## config.mk

```make
export PLATFORM = sky130hd
export DESIGN_NAME = pwm_fade_ctrl
export DESIGN_NICKNAME = d
export VERILOG_FILES = /design/src/rtl/pwm_pkg.sv /design/src/rtl/pwm_period_timer.sv /design/src/rtl/pwm_fade_ctrl.sv
export SDC_FILE = /design/constraint.sdc
export NUM_CORES = 1
export LEC_CHECK = 0
export BUFFER_PORTS_ARGS = -buffer_cell sky130_fd_sc_hd__buf_4
export CAP_MARGIN = 25
export CORE_ASPECT_RATIO = 0.8
export CORE_MARGIN = 4
export CORE_UTILIZATION = 30
export DETAILED_ROUTE_END_ITERATION = 7
export PLACE_DENSITY = 0.51
export SLEW_MARGIN = 15
export SYNTH_ARGS = -nofsm -noshare
export SYNTH_HDL_FRONTEND = slang
export SYNTH_SLANG_ARGS = --single-unit
```

## constraint.sdc

```tcl
create_clock -name clk -period 7.4 [get_ports clk]
set_input_delay 1.48 -clock clk [delete_from_list [all_inputs] [get_ports clk]]
set_output_delay 1.48 -clock clk [all_outputs]
set_load 0.01 [all_outputs]
```

## src/rtl/pwm_pkg.sv

```systemverilog
// Purpose : shared PWM definitions (fade FSM states, default bus widths).
// Latency : n/a (types and constants only).
// Backpr. : n/a.
// Contents: PWM_BW/PWM_DW default widths, fade_state_t {ST_IDLE, ST_FADE}.
package pwm_pkg;

   localparam int PWM_BW = 8;   // duty / max_value / target / step width
   localparam int PWM_DW = 8;   // dwell width (periods per step, minus 1)

   typedef enum logic [0:0] {
      ST_IDLE = 1'b0,
      ST_FADE = 1'b1
   } fade_state_t;

endpackage

```

## src/rtl/pwm_period_timer.sv

```systemverilog
// Purpose : free-running PWM period counter, 0..max_value, with end-of-period tick.
// Latency : period_tick is combinational from the counter register.
// Backpr. : none; enable=0 freezes the counter and suppresses the tick.
// Ports   : clk, rst (sync, active-high), enable, max_value[BW] in;
//           period_tick out (high on the last cycle of each period).
module pwm_period_timer
   import pwm_pkg::*;
#(
   parameter int BW = PWM_BW
) (
   input  logic          clk,
   input  logic          rst,
   input  logic          enable,
   input  logic [BW-1:0] max_value,
   output logic          period_tick
);

   logic [BW-1:0] pc;

   assign period_tick = enable && (pc == max_value);

   // >= rather than == keeps the counter bounded even if max_value were
   // ever lowered below the current count.
   always_ff @(posedge clk) begin
      if (rst) begin
         pc <= '0;
      end else if (enable) begin
         if (pc >= max_value) pc <= '0;
         else                 pc <= pc + 1'b1;
      end
   end

endmodule

```

## src/rtl/pwm_fade_ctrl.sv

```systemverilog
// Purpose : ramps one PWM channel's duty toward a commanded target, one step
//           every (dwell+1) PWM periods, updating duty/max_value only at period ends.
// Latency : first duty change on the (dwell+1)-th period_tick after accept.
// Backpr. : cmd_ready=0 while a fade runs (default build).
// Ports   : clk, rst (sync, active-high), enable, cfg_max, cmd_valid/cmd_ready,
//           cmd_target, cmd_step, cmd_dwell in; duty, max_value, period_tick,
//           busy, done out.
// Option  : PWM_FADE_BREATHE_EN -- endless tgt<->0 breathing, commands preempt.
module pwm_fade_ctrl
   import pwm_pkg::*;
#(
   parameter int            BW          = PWM_BW,
   parameter int            DW          = PWM_DW,
   parameter logic [BW-1:0] DEFAULT_MAX = '1
) (
   input  logic          clk,
   input  logic          rst,
   input  logic          enable,
   input  logic [BW-1:0] cfg_max,
   input  logic          cmd_valid,
   output logic          cmd_ready,
   input  logic [BW-1:0] cmd_target,
   input  logic [BW-1:0] cmd_step,
   input  logic [DW-1:0] cmd_dwell,
   output logic [BW-1:0] duty,
   output logic [BW-1:0] max_value,
   output logic          period_tick,
   output logic          busy,
   output logic          done
);

   fade_state_t   state, state_nxt;
   logic [BW-1:0] tgt, tgt_nxt, stp, stp_nxt, new_max, new_max_nxt;
   logic [BW-1:0] duty_nxt, max_nxt, goal, stepped;
   logic [DW-1:0] dwl, dwl_nxt, dwell_cnt, dwell_cnt_nxt;
   logic          first, first_nxt, done_nxt;
   logic [BW:0]   duty_x, goal_x, stp_x, gap;
   logic          up;

   pwm_period_timer #(.BW(BW)) u_timer (
      .clk         (clk),
      .rst         (rst),
      .enable      (enable),
      .max_value   (max_value),
      .period_tick (period_tick)
   );

   assign busy = (state == ST_FADE);

`ifdef PWM_FADE_BREATHE_EN
   logic dir_down, dir_down_nxt;
   assign goal      = dir_down ? '0 : tgt;
   assign cmd_ready = 1'b1;

   always_ff @(posedge clk) begin
      if (rst) dir_down <= 1'b0;
      else     dir_down <= dir_down_nxt;
   end
`else
   assign goal      = tgt;
   assign cmd_ready = (state == ST_IDLE);
`endif

   // Saturating step toward goal. Distance and compare are done one bit wider
   // so the gap never wraps; the add/sub itself only runs when the result lies
   // strictly between duty and goal, so it cannot overflow or underflow.
   always_comb begin
      duty_x = {1'b0, duty};
      goal_x = {1'b0, goal};
      stp_x  = {1'b0, stp};
      up     = (goal_x > duty_x);
      gap    = up ? (goal_x - duty_x) : (duty_x - goal_x);
      if (gap <= stp_x) stepped = goal;
      else if (up)      stepped = duty + stp;
      else              stepped = duty - stp;
   end

   always_comb begin
      state_nxt     = state;
      duty_nxt      = duty;
      max_nxt       = max_value;
      tgt_nxt       = tgt;
      stp_nxt       = stp;
      dwl_nxt       = dwl;
      new_max_nxt   = new_max;
      dwell_cnt_nxt = dwell_cnt;
      first_nxt     = first;
      done_nxt      = 1'b0;
`ifdef PWM_FADE_BREATHE_EN
      dwell_cnt_nxt = dwell_cnt;
      dir_down_nxt  = dir_down;
`endif
      // Accept wins over a coincident tick, so that tick is never counted.
      if (cmd_valid && cmd_ready) begin
         tgt_nxt       = (cmd_target > cfg_max) ? cfg_max : cmd_target;
         stp_nxt       = (cmd_step != '0) ? cmd_step : {{(BW-1){1'b0}}, 1'b1};
         dwl_nxt       = cmd_dwell;
         new_max_nxt   = cfg_max;
         dwell_cnt_nxt = cmd_dwell;
         first_nxt     = 1'b1;
         state_nxt     = ST_FADE;
`ifdef PWM_FADE_BREATHE_EN
         dir_down_nxt  = 1'b0;
`endif
      end else if ((state == ST_FADE) && period_tick) begin
         // New max_value lands at a period boundary; the counter wraps here too.
         if (first) begin
            max_nxt   = new_max;
            first_nxt = 1'b0;
         end
         if (dwell_cnt != '0) begin
            dwell_cnt_nxt = dwell_cnt - 1'b1;
         end else begin
            dwell_cnt_nxt = dwl;
            duty_nxt      = stepped;
            if (stepped == goal) begin
`ifdef PWM_FADE_BREATHE_EN
               if (!dir_down) done_nxt = 1'b1;
               dir_down_nxt = !dir_down;
`else
               done_nxt  = 1'b1;
               state_nxt = ST_IDLE;
`endif
            end
         end
      end
   end

   always_ff @(posedge clk) begin
      if (rst) begin
         state     <= ST_IDLE;
         duty      <= '0;
         max_value <= DEFAULT_MAX;
         tgt       <= '0;
         stp       <= '0;
         dwl       <= '0;
         new_max   <= '0;
         dwell_cnt <= '0;
         first     <= 1'b0;
         done      <= 1'b0;
      end else begin
         state     <= state_nxt;
         duty      <= duty_nxt;
         max_value <= max_nxt;
         tgt       <= tgt_nxt;
         stp       <= stp_nxt;
         dwl       <= dwl_nxt;
         new_max   <= new_max_nxt;
         dwell_cnt <= dwell_cnt_nxt;
         first     <= first_nxt;
         done      <= done_nxt;
      end
   end

endmodule

```

==> summary.md <==
| Metric | Value |
|---|---|
| WL/cell | 15.8 um |
| Initial drt markers | 280 |
| Worst EP arrival | 5.20 ns |
| Largest net degree at the start of global routing | a little over 40 |
| Crit path capture type | flop |
| Cell area after synthesis | between 4000 and 5000 um2 |
| Die Y | about 120 um |
| Compound-Gate Fraction of Synth Area | around 22% |
| Reg power frac | roughly a third |
| Clock skew after layout | approximately 0.0070 ns |
| Cells after DPL | about 830 |
| Total power | between 1 and 1.5 mW |
| Fraction of registers with async set/reset | 0% |
| Starting density of the core | 31.2% |
| Total congestion overflow | 0 |
| Synth Area in XOR/XNOR | under 10% |
| Design area | around 5600 um2 |
| Top-area cell type share of the netlist area | 28.1% |
| Power share of the combinational group | 36.1% |
| Drt first pass iters | 4 |
| Worst IR Drop VDD | between 0.1 and 0.15 mV |
| Fin. Hold Viols | 0 |
| Count leader, synth | nand2_1 |
| RSZ-0062 raised after global routing | no |
| Post-synthesis mux area share | 3.49% |
| Startpoint Class | flop |
| Initial antenna violation count | 0 |
| Die Width | between 100 and 150 um |
| Number of synthesized register bits | 67 |
| Syn nets | 684 |
| Sw Share | approximately a third |
| CTS sink count | 67 |
| Number of synthesized flops with an enable pin | 0 |
| Count of hold-fix buffers inserted at cts | 0 |
| CP max FO | 17 |
| Num CTS Buffers | 9 |
| Dominant cell type by area after synthesis | dfxtp_1 |
| Row count | 40 |
| Nets | 723 |
| Drt drc | 0 |
| # resized after CTS | 0 |
| DPL Wire Length | between 10000 and 15000 um |
| Core area | 15300 um2 |
| Mean area per synthesized cell | 8.03 um2 |
| Routability cong. | between 0.9 and 1 |
| # Post-CTS Setup Buffers | 0 |
| Minimum clock period | about 5.0 ns |
| Hold WC Path Type | reg -> reg |
| First-pass GRT wire length | 21900 um |
| Final Core Density | 36.6% |
| DP Worst Slack | 2.42 ns |
| Internal power | about 800 uW |
| Number of global-route vias before repair | 4278 |
| Final period utilization | approximately two thirds |
| Total wire length | around 13000 um |
| Clock share of power | 31.7% |
| Die Footprint | 18000 um2 |
| GRT Total Usage | 15.2% |
| Io pins | 56 |
| Slew Limit Fails | 0 |
| Post-Place Cell Area | 5340 um2 |
| Setup Total Neg Slack | 0 ns |
| Clk root buf | clkbuf_16 |
| Synth unique cells | 61 |
| Post-synthesis adder-cell area fraction | 14.6% |
| Net Sw Power | 427 uW |
| Yosys warns | 0 |
| Synth Instances | ~590 |
| Simple-Gate Fraction of Synth Area | around 18% |
| Sequential area share after synthesis | 28.1% |
| Layout Cells excl Fill | 847 |
| Worst Setup Path Type | reg -> reg |
| IO buf count | 55 |
| Max Root-Sink Buffers | 2 |
| Total number of vias | approximately 4200 |
| Vias per inst | about 5.0 |
| Max-slew headroom at the worst pin | 37.9% |
| Hold WS | 0.457 ns |
| Fill count | about 1600 |
| Synth Flop Type | dfxtp_1 |
| # diodes | 0 |
| Worst setup margin | ~2.4 ns |
| Synth cell count leaders | nand2_1, dfxtp_1, inv_1 |
| Worst-Skew Late Latency | around 0.33 ns |
| Area growth, synth to finish | 17.5% |
| Multi-input logic area | around 3000 um2 |
| FF+latch area | ~1300 um2 |
| Max cap viols | 0 |
| Worst slew pin tran | slightly above 0.9 ns |
| CTS tree | done |
| Ranking of synthesized cells by area | dfxtp_1, ha_1, nand2_1 |
| Pwr/cell area | 219 nW/um2 |
| Htree depth | 3 |
| Layout cell share with drive strength beyond 1 | 14.9% |
| Outcome | complete, no violations |
| Largest family of logic cells by synthesized area | compound AO/OA/AOI/OAI gates |
| Fmax | about 200 MHz |
| Required time of the critical path | roughly 7.6 ns |
| Antenna viol nets, final | 0 |
| CTS clk-pin slew, worst paths | 0.06 ns |
| # setup viols final | 0 |
| Leakage | around 2.4 nW |
## routing by layer
metal	track usage [%]	vias to the layer above	share of wire (%)
met1	21.6	1962	49
met2	23.5	80	44
met5	0	-	0
met3	3.30	12	5.9
li1	-	2164	-
met4	3.37	0	0.79
## critical path: stages, from the launching register on
cell	delay, ns
dfxtp_1	0.44
inv_1	0.17
ha_1	0.35
nor2b_1	0.15
o2111ai_1	0.27
nand4b_2	0.20
nand2_2	0.36
mux2_1	0.40
a221oi_1	0.31
xnor2_1	0.13
ha_1	0.30
nand4_1	0.10
or2_2	0.32
o311a_1	0.16
a2111oi_4	0.81
mux2i_1	0.32
a21oi_2	0.07
## final cells by class
class	count	area share (%)
Timing Repair Buffer	58	7.77
Sequential cell	67	23.9
Clock buffer	10	4.26
Inverter	57	3.82
Tap cell	210	4.69
Clock inverter	5	0.536
Multi-Input combinational cell	440	55.0
## cell families (layout without fill, tap and decap cells)
family,Yosys count,in the layout
AND/OR/NAND/NOR,176,176
multiplexers,16,16
buffers and inverters,87,130
adder cells (fa/ha/maj),54,54
AO/OA/AOI/OAI,161,161
XOR/XNOR,33,33
flip-flops,67,67
## power groups by stage
stage	clock network [mW]	registers (mW)	logic [mW]
2_1_floorplan	0	0.397	0.339
3_3_place_gp	0	0.403	0.431
3_5_place_dp	0	0.404	0.439
4_1_cts	0.399	0.396	0.441
5_1_grt	0.416	0.399	0.488
6_report	0.389	0.396	0.443
## path summary, 6_finish.rpt
check	cells after the start	endpoint	from	slack [ns]
max	16	duty[5]	duty[1]	2.41
min reg2reg	2	new_max[3]	new_max[3]	0.46
min	2	new_max[3]	new_max[3]	0.46
max reg2reg	16	duty[5]	duty[1]	2.41
## state kept, by name, indices dropped and copies added, names as in the netlist, 8 cells and up
signal / flops
goal: 8
stp: 8
dwell_cnt: 8
max_value: 8
u_timer.pc: 8
new_max: 8
dwl: 8
duty: 8
## placed cells by master (no fill, tap or decap), types with 19 or more instances in the layout
cell     instances
a21oi_1         54
dfxtp_1         67
nor2_1          31
nand2_1         73
xnor2_1         20
o21ai_0         26
inv_1           56
ha_1            51
nor3_1          19
buf_4           58
No activity file was read; power rests on OpenSTA's default activity.
